===== config.mk =====
export PLATFORM = sky130hd
export DESIGN_NAME = mmu_feeder_flat
export DESIGN_NICKNAME = d
export VERILOG_FILES = /design/src/rtl/mmu_feeder_if.sv /design/src/rtl/mmu_feeder.sv /design/src/flat_wrapper.sv
export SDC_FILE = /design/constraint.sdc
export NUM_CORES = 1
export LEC_CHECK = 0
export CAP_MARGIN = 20
export CORE_UTILIZATION = 54
export CTS_CLUSTER_SIZE = 20
export DETAILED_ROUTE_END_ITERATION = 12
export GPL_TIMING_DRIVEN = 0
export PLACE_DENSITY = 0.79
export SYNTH_ARGS = -nofsm -noshare
export SYNTH_HDL_FRONTEND = slang
export SYNTH_SLANG_ARGS = --single-unit

===== constraint.sdc =====
create_clock -name clk -period 1.6 [get_ports clk]
set_input_delay 0.16 -clock clk [delete_from_list [all_inputs] [get_ports clk]]
set_output_delay 0.16 -clock clk [all_outputs]
set_load 0.05 [all_outputs]

===== src/rtl/mmu_feeder_if.sv =====
// Control-unit <-> operand feeder bundle: element writes, feed sequencing and
// the skewed operand lanes/status presented to the 2x2 systolic array.
interface mmu_feeder_if #(
    parameter int DATA_W = 8
);
    logic              mem_load_mat;
    logic [2:0]        mem_addr;
    logic [DATA_W-1:0] load_data;
    logic              mmu_en;
    logic [2:0]        mmu_cycle;
    logic [DATA_W-1:0] a_row0;
    logic [DATA_W-1:0] a_row1;
    logic [DATA_W-1:0] b_col0;
    logic [DATA_W-1:0] b_col1;
    logic              feed_valid;
    logic              clear_acc;
    logic              mats_ready;
    logic              feed_done;
    logic              wr_conflict;

    modport master (
        output mem_load_mat, mem_addr, load_data, mmu_en, mmu_cycle,
        input  a_row0, a_row1, b_col0, b_col1,
        input  feed_valid, clear_acc, mats_ready, feed_done, wr_conflict
    );

    modport slave (
        input  mem_load_mat, mem_addr, load_data, mmu_en, mmu_cycle,
        output a_row0, a_row1, b_col0, b_col1,
        output feed_valid, clear_acc, mats_ready, feed_done, wr_conflict
    );
endinterface


===== src/rtl/mmu_feeder.sv =====
// 2x2 matrix operand store with diagonally skewed west/north feed into the MMU.
// Optional FEEDER_WRITE_LOCK_EN: drop writes during feed and flag wr_conflict.
module mmu_feeder #(
    parameter int DATA_W = 8
) (
    input  logic          clk,
    input  logic          rst,
    mmu_feeder_if.slave   bus
);
    logic [DATA_W-1:0] r_mem [8];
    logic [7:0]        r_mask;
    logic              r_prev_en;
    logic [2:0]        r_prev_cyc;

    logic [DATA_W-1:0] r_a_row0, r_a_row1, r_b_col0, r_b_col1;
    logic              r_feed_valid, r_clear_acc, r_mats_ready, r_feed_done;
    logic              r_wr_conflict;

    logic              w_wr_en;
    logic              w_conflict_set;
    logic              w_clr_entry;
    logic              w_done_entry;
    logic [7:0]        w_mask_next;
    logic [DATA_W-1:0] w_a_row0, w_a_row1, w_b_col0, w_b_col1;
    logic              w_feed_valid;

    always_comb begin
`ifdef FEEDER_WRITE_LOCK_EN
        w_wr_en        = bus.mem_load_mat && !bus.mmu_en;
        w_conflict_set = bus.mem_load_mat && bus.mmu_en;
`else
        w_wr_en        = bus.mem_load_mat;
        w_conflict_set = 1'b0;
`endif
        // Pulses fire only on entry to the index, so a stalled control unit cannot repeat them
        w_clr_entry  = bus.mmu_en && (bus.mmu_cycle == 3'd0) &&
                       !(r_prev_en && (r_prev_cyc == 3'd0));
        w_done_entry = bus.mmu_en && (bus.mmu_cycle == 3'd5) &&
                       !(r_prev_en && (r_prev_cyc == 3'd5));

        w_mask_next = w_done_entry ? '0 : r_mask;
        if (w_wr_en) begin
            w_mask_next[bus.mem_addr] = 1'b1;
        end

        w_a_row0     = '0;
        w_a_row1     = '0;
        w_b_col0     = '0;
        w_b_col1     = '0;
        w_feed_valid = 1'b0;
        if (bus.mmu_en) begin
            case (bus.mmu_cycle)
                3'd0: begin
                    w_a_row0     = r_mem[0];
                    w_b_col0     = r_mem[4];
                    w_feed_valid = 1'b1;
                end
                3'd1: begin
                    w_a_row0     = r_mem[1];
                    w_a_row1     = r_mem[2];
                    w_b_col0     = r_mem[6];
                    w_b_col1     = r_mem[5];
                    w_feed_valid = 1'b1;
                end
                3'd2: begin
                    w_a_row1     = r_mem[3];
                    w_b_col1     = r_mem[7];
                    w_feed_valid = 1'b1;
                end
                default: begin
                end
            endcase
        end
    end

    always_ff @(posedge clk) begin
        if (rst) begin
            for (int unsigned i = 0; i < 8; i++) begin
                r_mem[i] <= '0;
            end
            r_mask        <= '0;
            r_prev_en     <= 1'b0;
            r_prev_cyc    <= '0;
            r_a_row0      <= '0;
            r_a_row1      <= '0;
            r_b_col0      <= '0;
            r_b_col1      <= '0;
            r_feed_valid  <= 1'b0;
            r_clear_acc   <= 1'b0;
            r_mats_ready  <= 1'b0;
            r_feed_done   <= 1'b0;
            r_wr_conflict <= 1'b0;
        end else begin
            // Lanes are computed from pre-write contents: same-cycle read sees the old value
            if (w_wr_en) begin
                r_mem[bus.mem_addr] <= bus.load_data;
            end
            r_mask        <= w_mask_next;
            r_prev_en     <= bus.mmu_en;
            r_prev_cyc    <= bus.mmu_cycle;
            r_a_row0      <= w_a_row0;
            r_a_row1      <= w_a_row1;
            r_b_col0      <= w_b_col0;
            r_b_col1      <= w_b_col1;
            r_feed_valid  <= w_feed_valid;
            r_clear_acc   <= w_clr_entry;
            r_mats_ready  <= (w_mask_next == 8'hFF);
            r_feed_done   <= w_done_entry;
            r_wr_conflict <= r_wr_conflict | w_conflict_set;
        end
    end

    assign bus.a_row0      = r_a_row0;
    assign bus.a_row1      = r_a_row1;
    assign bus.b_col0      = r_b_col0;
    assign bus.b_col1      = r_b_col1;
    assign bus.feed_valid  = r_feed_valid;
    assign bus.clear_acc   = r_clear_acc;
    assign bus.mats_ready  = r_mats_ready;
    assign bus.feed_done   = r_feed_done;
    assign bus.wr_conflict = r_wr_conflict;
endmodule


===== src/flat_wrapper.sv =====
// flat-port wrapper written by rule: the top's interface ports become plain ports
module mmu_feeder_flat 
#(
    parameter int DATA_W = 8
)
  (clk, rst, bus_mem_load_mat, bus_mem_addr, bus_load_data, bus_mmu_en, bus_mmu_cycle, bus_a_row0, bus_a_row1, bus_b_col0, bus_b_col1, bus_feed_valid, bus_clear_acc, bus_mats_ready, bus_feed_done, bus_wr_conflict);
  mmu_feeder_if #(.DATA_W(DATA_W)) bus_i ();
  input  logic clk;
  input  logic rst;
  input wire logic [$bits(bus_i.mem_load_mat)-1:0] bus_mem_load_mat;
  input wire logic [$bits(bus_i.mem_addr)-1:0] bus_mem_addr;
  input wire logic [$bits(bus_i.load_data)-1:0] bus_load_data;
  input wire logic [$bits(bus_i.mmu_en)-1:0] bus_mmu_en;
  input wire logic [$bits(bus_i.mmu_cycle)-1:0] bus_mmu_cycle;
  output wire logic [$bits(bus_i.a_row0)-1:0] bus_a_row0;
  output wire logic [$bits(bus_i.a_row1)-1:0] bus_a_row1;
  output wire logic [$bits(bus_i.b_col0)-1:0] bus_b_col0;
  output wire logic [$bits(bus_i.b_col1)-1:0] bus_b_col1;
  output wire logic [$bits(bus_i.feed_valid)-1:0] bus_feed_valid;
  output wire logic [$bits(bus_i.clear_acc)-1:0] bus_clear_acc;
  output wire logic [$bits(bus_i.mats_ready)-1:0] bus_mats_ready;
  output wire logic [$bits(bus_i.feed_done)-1:0] bus_feed_done;
  output wire logic [$bits(bus_i.wr_conflict)-1:0] bus_wr_conflict;
  assign bus_i.mem_load_mat = bus_mem_load_mat;
  assign bus_i.mem_addr = bus_mem_addr;
  assign bus_i.load_data = bus_load_data;
  assign bus_i.mmu_en = bus_mmu_en;
  assign bus_i.mmu_cycle = bus_mmu_cycle;
  assign bus_a_row0 = bus_i.a_row0;
  assign bus_a_row1 = bus_i.a_row1;
  assign bus_b_col0 = bus_i.b_col0;
  assign bus_b_col1 = bus_i.b_col1;
  assign bus_feed_valid = bus_i.feed_valid;
  assign bus_clear_acc = bus_i.clear_acc;
  assign bus_mats_ready = bus_i.mats_ready;
  assign bus_feed_done = bus_i.feed_done;
  assign bus_wr_conflict = bus_i.wr_conflict;
  mmu_feeder #(.DATA_W(DATA_W)) u_core (.clk(clk), .rst(rst), .bus(bus_i));
endmodule

# Word level (Yosys, flattened, before mapping)

Memories as Yosys holds them, arrays and structs flattened.
Cells that the tools add are included.

$lt $le $gt $ge: 2
Equality and inequality tests: 5
Mux-type cells: 17
Bitwise logic cells: 2
Reduce and logical (&&, ||, !) cells: 14

Operators with widths:

| kind                                                               | count |
|---|---|
| one-hot mux 8 bit (2 select lines)                                 | 4 |
| two-way mux 8 bit                                                  | 3 |
| equality test 8 bit (second input constant)                        | 1 |
| two-way mux 1 bit                                                  | 8 |
| OR 8 bit                                                           | 1 |
| OR reduction 8 bit                                                 | 1 |
| logical AND 1 bit                                                  | 7 |
| equality test 3 bit (second input constant)                        | 2 |
| logical NOT 3 bit                                                  | 2 |
| < comparator 3 x 4 -> 1 bit (second input constant)                | 1 |
| demux 1 bit (select 3 bit)                                         | 1 |
| equality test 3 x 1 -> 1 bit (second input constant)               | 1 |
| equality test 3 x 2 -> 1 bit (second input constant)               | 1 |
| greater-or-equal comparator 3 x 1 -> 1 bit (second input constant) | 1 |
| two-way mux 3 bit                                                  | 1 |
| OR reduction 3 bit                                                 | 1 |
| logical NOT 1 bit                                                  | 2 |
| OR reduction 2 bit                                                 | 1 |
| inverter 1 bit                                                     | 1 |

Register bits after elaboration: 48
Bits in writable memories: 64
Memories: 1

Memory list:

| memory       | words | bits a word | rd ports | clocked after Yosys merged registers in | wr ports | RTL line         | source |
|---|---|---|---|---|---|---|---|
| u_core.r_mem | 8     | 8           | 8        | 0                                       | 8        | mmu_feeder.sv:10 | `logic [DATA_W-1:0] r_mem [8];` |

# Logic depth before layout (Yosys ltp)

Depth after elaboration: 8
Mapped depth: 5

# Least setup slack after synthesis

Ideal clock, no wire load.

Path type: input-to-reg
From: input bus_mem_addr[1]
To: memory u_core.r_mem[5][0], enable pin
Library setup time: 0.384 ns
Data arrival time: 1.012 ns
Data required time: 1.216 ns
Setup slack: 0.204 ns
Cell stages on the path: 2
Cell sequence: nand2b_1 > o21ai_0

RTL lines:

| item               | RTL line           | source |
|---|---|---|
| start: declaration | flat_wrapper.sv:11 | `input wire logic [$bits(bus_i.mem_addr)-1:0] bus_mem_addr;` |
| end: declaration   | mmu_feeder.sv:10   |  |

==> key figures <==
Run status
  – Status: finished, final reports clean

Yosys
  – Seq/Total Area, Yosys: 70.9%
  – Synth Net Count: 311
  – Top cells by count, synth: and2_1, edfxtp_1, dfxtp_1
  – Synth async-reset ratio: 0%
  – Top cell type's share of synthesized area: 47.3%
  – Top FF cell, synth: edfxtp_1
  – Post-synthesis cell count: 293
  – Post-synthesis cell type count: 37
  – Synth area leader: edfxtp_1
  – Yosys reg bits: 112
  – Post-synth design cell area: 4060 sq um
  – Area contributors post-synth: edfxtp_1, dfxtp_1, and2_1
  – Post-synth EDFFs: 64
  – Synth Warn #: 0
  – Mapped Avg Cell Area: 13.9 sq um

Clock tree
  – CTS Root Cell: clkbuf_8
  – Sink Count: 112
  – Htree depth: 3
  – CTS max path bufs: 2
  – CTS Hold Buffers Added: 0
  – Worst-skew pair later-pin latency: 0.36 ns
  – CTS tree: yes
  – Num CTS Buffers: 9
  – Worst-path clk slew: 0.10 ns

Power
  – Clock power frac: 34.9%
  – Sw Share: 21.9%
  – Leakage: 0.00205 uW
  – Power Density: 1090 nW/um^2
  – Sequential Power Share: 58.7%
  – Worst vdd ir: 0.500 mV
  – Psw: 1200 uW
  – Int Pwr: 4270 uW
  – Share of power burned in combinational logic: 6.4%

Floorplanning
  – Die area: 7880 sq um
  – I/O Pins: 55
  – Die W: 88.8 um
  – Core area: 7250 sq um
  – Site row count: 31
  – Die Ht: 88.8 um
  – Starting Density: 56.0%

Routing
  – WL/cell: 16.9 um
  – DRC viols: 0
  – Via count: 2535
  – Post-Route WL: 7870 um
  – TritonRoute pass-1 iters: 4
  – Final ANT Viol Nets: 0
  – Avg Vias per Cell: 5.43
  – Initial drt markers: 121

Setup path
  – Critical path depth: 3
  – Critical path launch point: bus_mem_addr[2]
  – Crit path buffers/inverters: 1
  – Slowest-stage cell, CP: clkdlybuf4s50_1
  – WP data arrival: 1.59 ns
  – Worst r2r src: u_core.r_prev_cyc[1]
  – CP max FO: 8
  – Worst EP required: 1.61 ns
  – Family with the most delay on the worst path: buffers and inverters
  – R2R depth: 5
  – Critical setup path kind: input pin to flip-flop
  – Critical Path Source Type: input pin
  – Worst path max stage delay: 0.67 ns
  – Crit end category: flip-flop
  – Worst path cell trace: clkdlybuf4s50_1 > nand2b_1 > o21ai_2

Timing
  – Max_slew headroom: 65.7%
  – Final worst setup slack: 0.0202 ns
  – Tmin final: 1.58 ns
  – RSZ-0062 raised after global routing: true
  – Slew Limit Fails: 0
  – Final setup skew: 0.00764 ns
  – Setup TNS: 0 ns
  – Final worst path period share: 98.7%
  – Worst-Margin Slew: 0.514 ns
  – Fmax: 633 MHz
  – # setup viols final: 0
  – Fin. Hold Viols: 0

Final layout
  – Net count, final: 381
  – Share of cells above drive strength 1: 13.6%
  – Area growth, synth to finish: 23.6%
  – Filler Cell Count: 555
  – Finished Layout Cells: 467
  – Register area: 2880 sq um
  – Multi-input logic area: 1180 sq um
  – Post-layout util: 69.3%
  – Number of inserted diodes: 0

Global routing
  – Number of global-route vias before repair: 2399
  – Initial antenna violation count: 0
  – Total track usage: 21.2%
  – Grt total ovfl: 0
  – First-pass GRT wire length: 11900 um
  – Largest net degree at the start of global routing: 19

Placement
  – IO buf count: 53
  – Place WS: -0.528 ns
  – Post-DP HPWL: 5310 um
  – Placed cells: 446
  – RePlAce Congestion: 0.887

Hold path
  – Hold Path Stages: 2
  – Hold_sp: rst
  – HP Class: input pin to flip-flop

Run
  – Max Cap Viol: 0
power by group through the flow:
stage | Sequential (uW) | Clock (uW) | Combinational [uW]
floorplan | 3330 | 0 | 124
global placement | 3270 | 0 | 331
detailed placement | 3280 | 0 | 342
CTS | 3220 | 1910 | 341
global route | 3230 | 2030 | 370
finish | 3210 | 1910 | 349
state kept, by name (all words and copies together), names as in the netlist:
register and flops:
u_core.bus.a_row1 8, u_core.bus.b_col0 8, u_core.r_mask 8, u_core.bus.clear_acc 1, u_core.bus.feed_valid 1, u_core.bus.mats_ready 1
u_core.r_mem 64, u_core.r_prev_en 1, u_core.bus.feed_done 1, u_core.r_prev_cyc 3, u_core.bus.a_row0 8, u_core.bus.b_col1 8
repair_timing:
item,4_1_cts,5_1_grt
endpoints found under the setup margin,100,99
setup buffers,0,5
pin swaps,0,3
resized for setup,46,9
final cells by class:
type / instances / area share (%)
flip-flops and latches: 112 / 57.4
multi-input cells: 171 / 23.6
repair buffers: 59 / 10.7
clock buffers: 11 / 3.01
well taps: 99 / 2.47
clock inverters: 5 / 1.72
plain buffers: 8 / 0.996
inverters: 2 / 0.149
cells by family after synthesis:
kind of cell	count (synthesis)	synth area share, %
flip-flops	112	70.9
AO/OA/AOI/OAI	52	9.97
other	1	0.0923
AND/OR/NAND/NOR	118	17.6
buffers and inverters	10	1.35
metrics by stage:
stage                     cell area, sq um  hold WS [ns]  power, uW
after global routing                  5020         0.170       5620
after CTS                             4960         0.386       5470
after global placement                4720         0.439       3600
after floorplan                       4060         0.232       3460
final                                 5020         0.148       5470
after detailed placement              4730         0.445       3630
layer usage:
| layer | up-vias | share of wire, % | global-route usage (%) |
|---|---|---|---|
| met5 | - | 0 | 0 |
| met4 | 0 | 3.1 | 10.9 |
| met3 | 19 | 4.2 | 4.38 |
| met2 | 74 | 51 | 34.8 |
| met1 | 1252 | 42 | 26.7 |
| li1 | 1190 | - | - |
worst paths after layout:
path,to,slack [ns]
min,u_core.r_prev_cyc[2],0.15
min reg2reg,u_core.bus.b_col0[0],0.46
max reg2reg,u_core.bus.mats_ready,0.21
max,u_core.r_mem[6][2],0.02
cells in the final DEF, fill, tap and decap left out, types with 2 or more instances in the layout:
master	n
dlymetal6s2s_1	3
a21oi_1	3
dfxtp_1	48
nor3b_4	2
edfxtp_1	64
buf_2	4
a21boi_1	7
buf_4	7
nand2_1	2
nor3_2	3
o22ai_1	4
a22o_1	31
nor2_1	22
nor2b_1	3
clkbuf_8	11
and2_1	64
nand3b_1	2
dlygate4sd2_1	36
bufinv_16	2
o21ai_2	6
nor2_2	2
clkdlybuf4s50_1	14
nand2b_1	4
(Power assumes the default switching activity.)
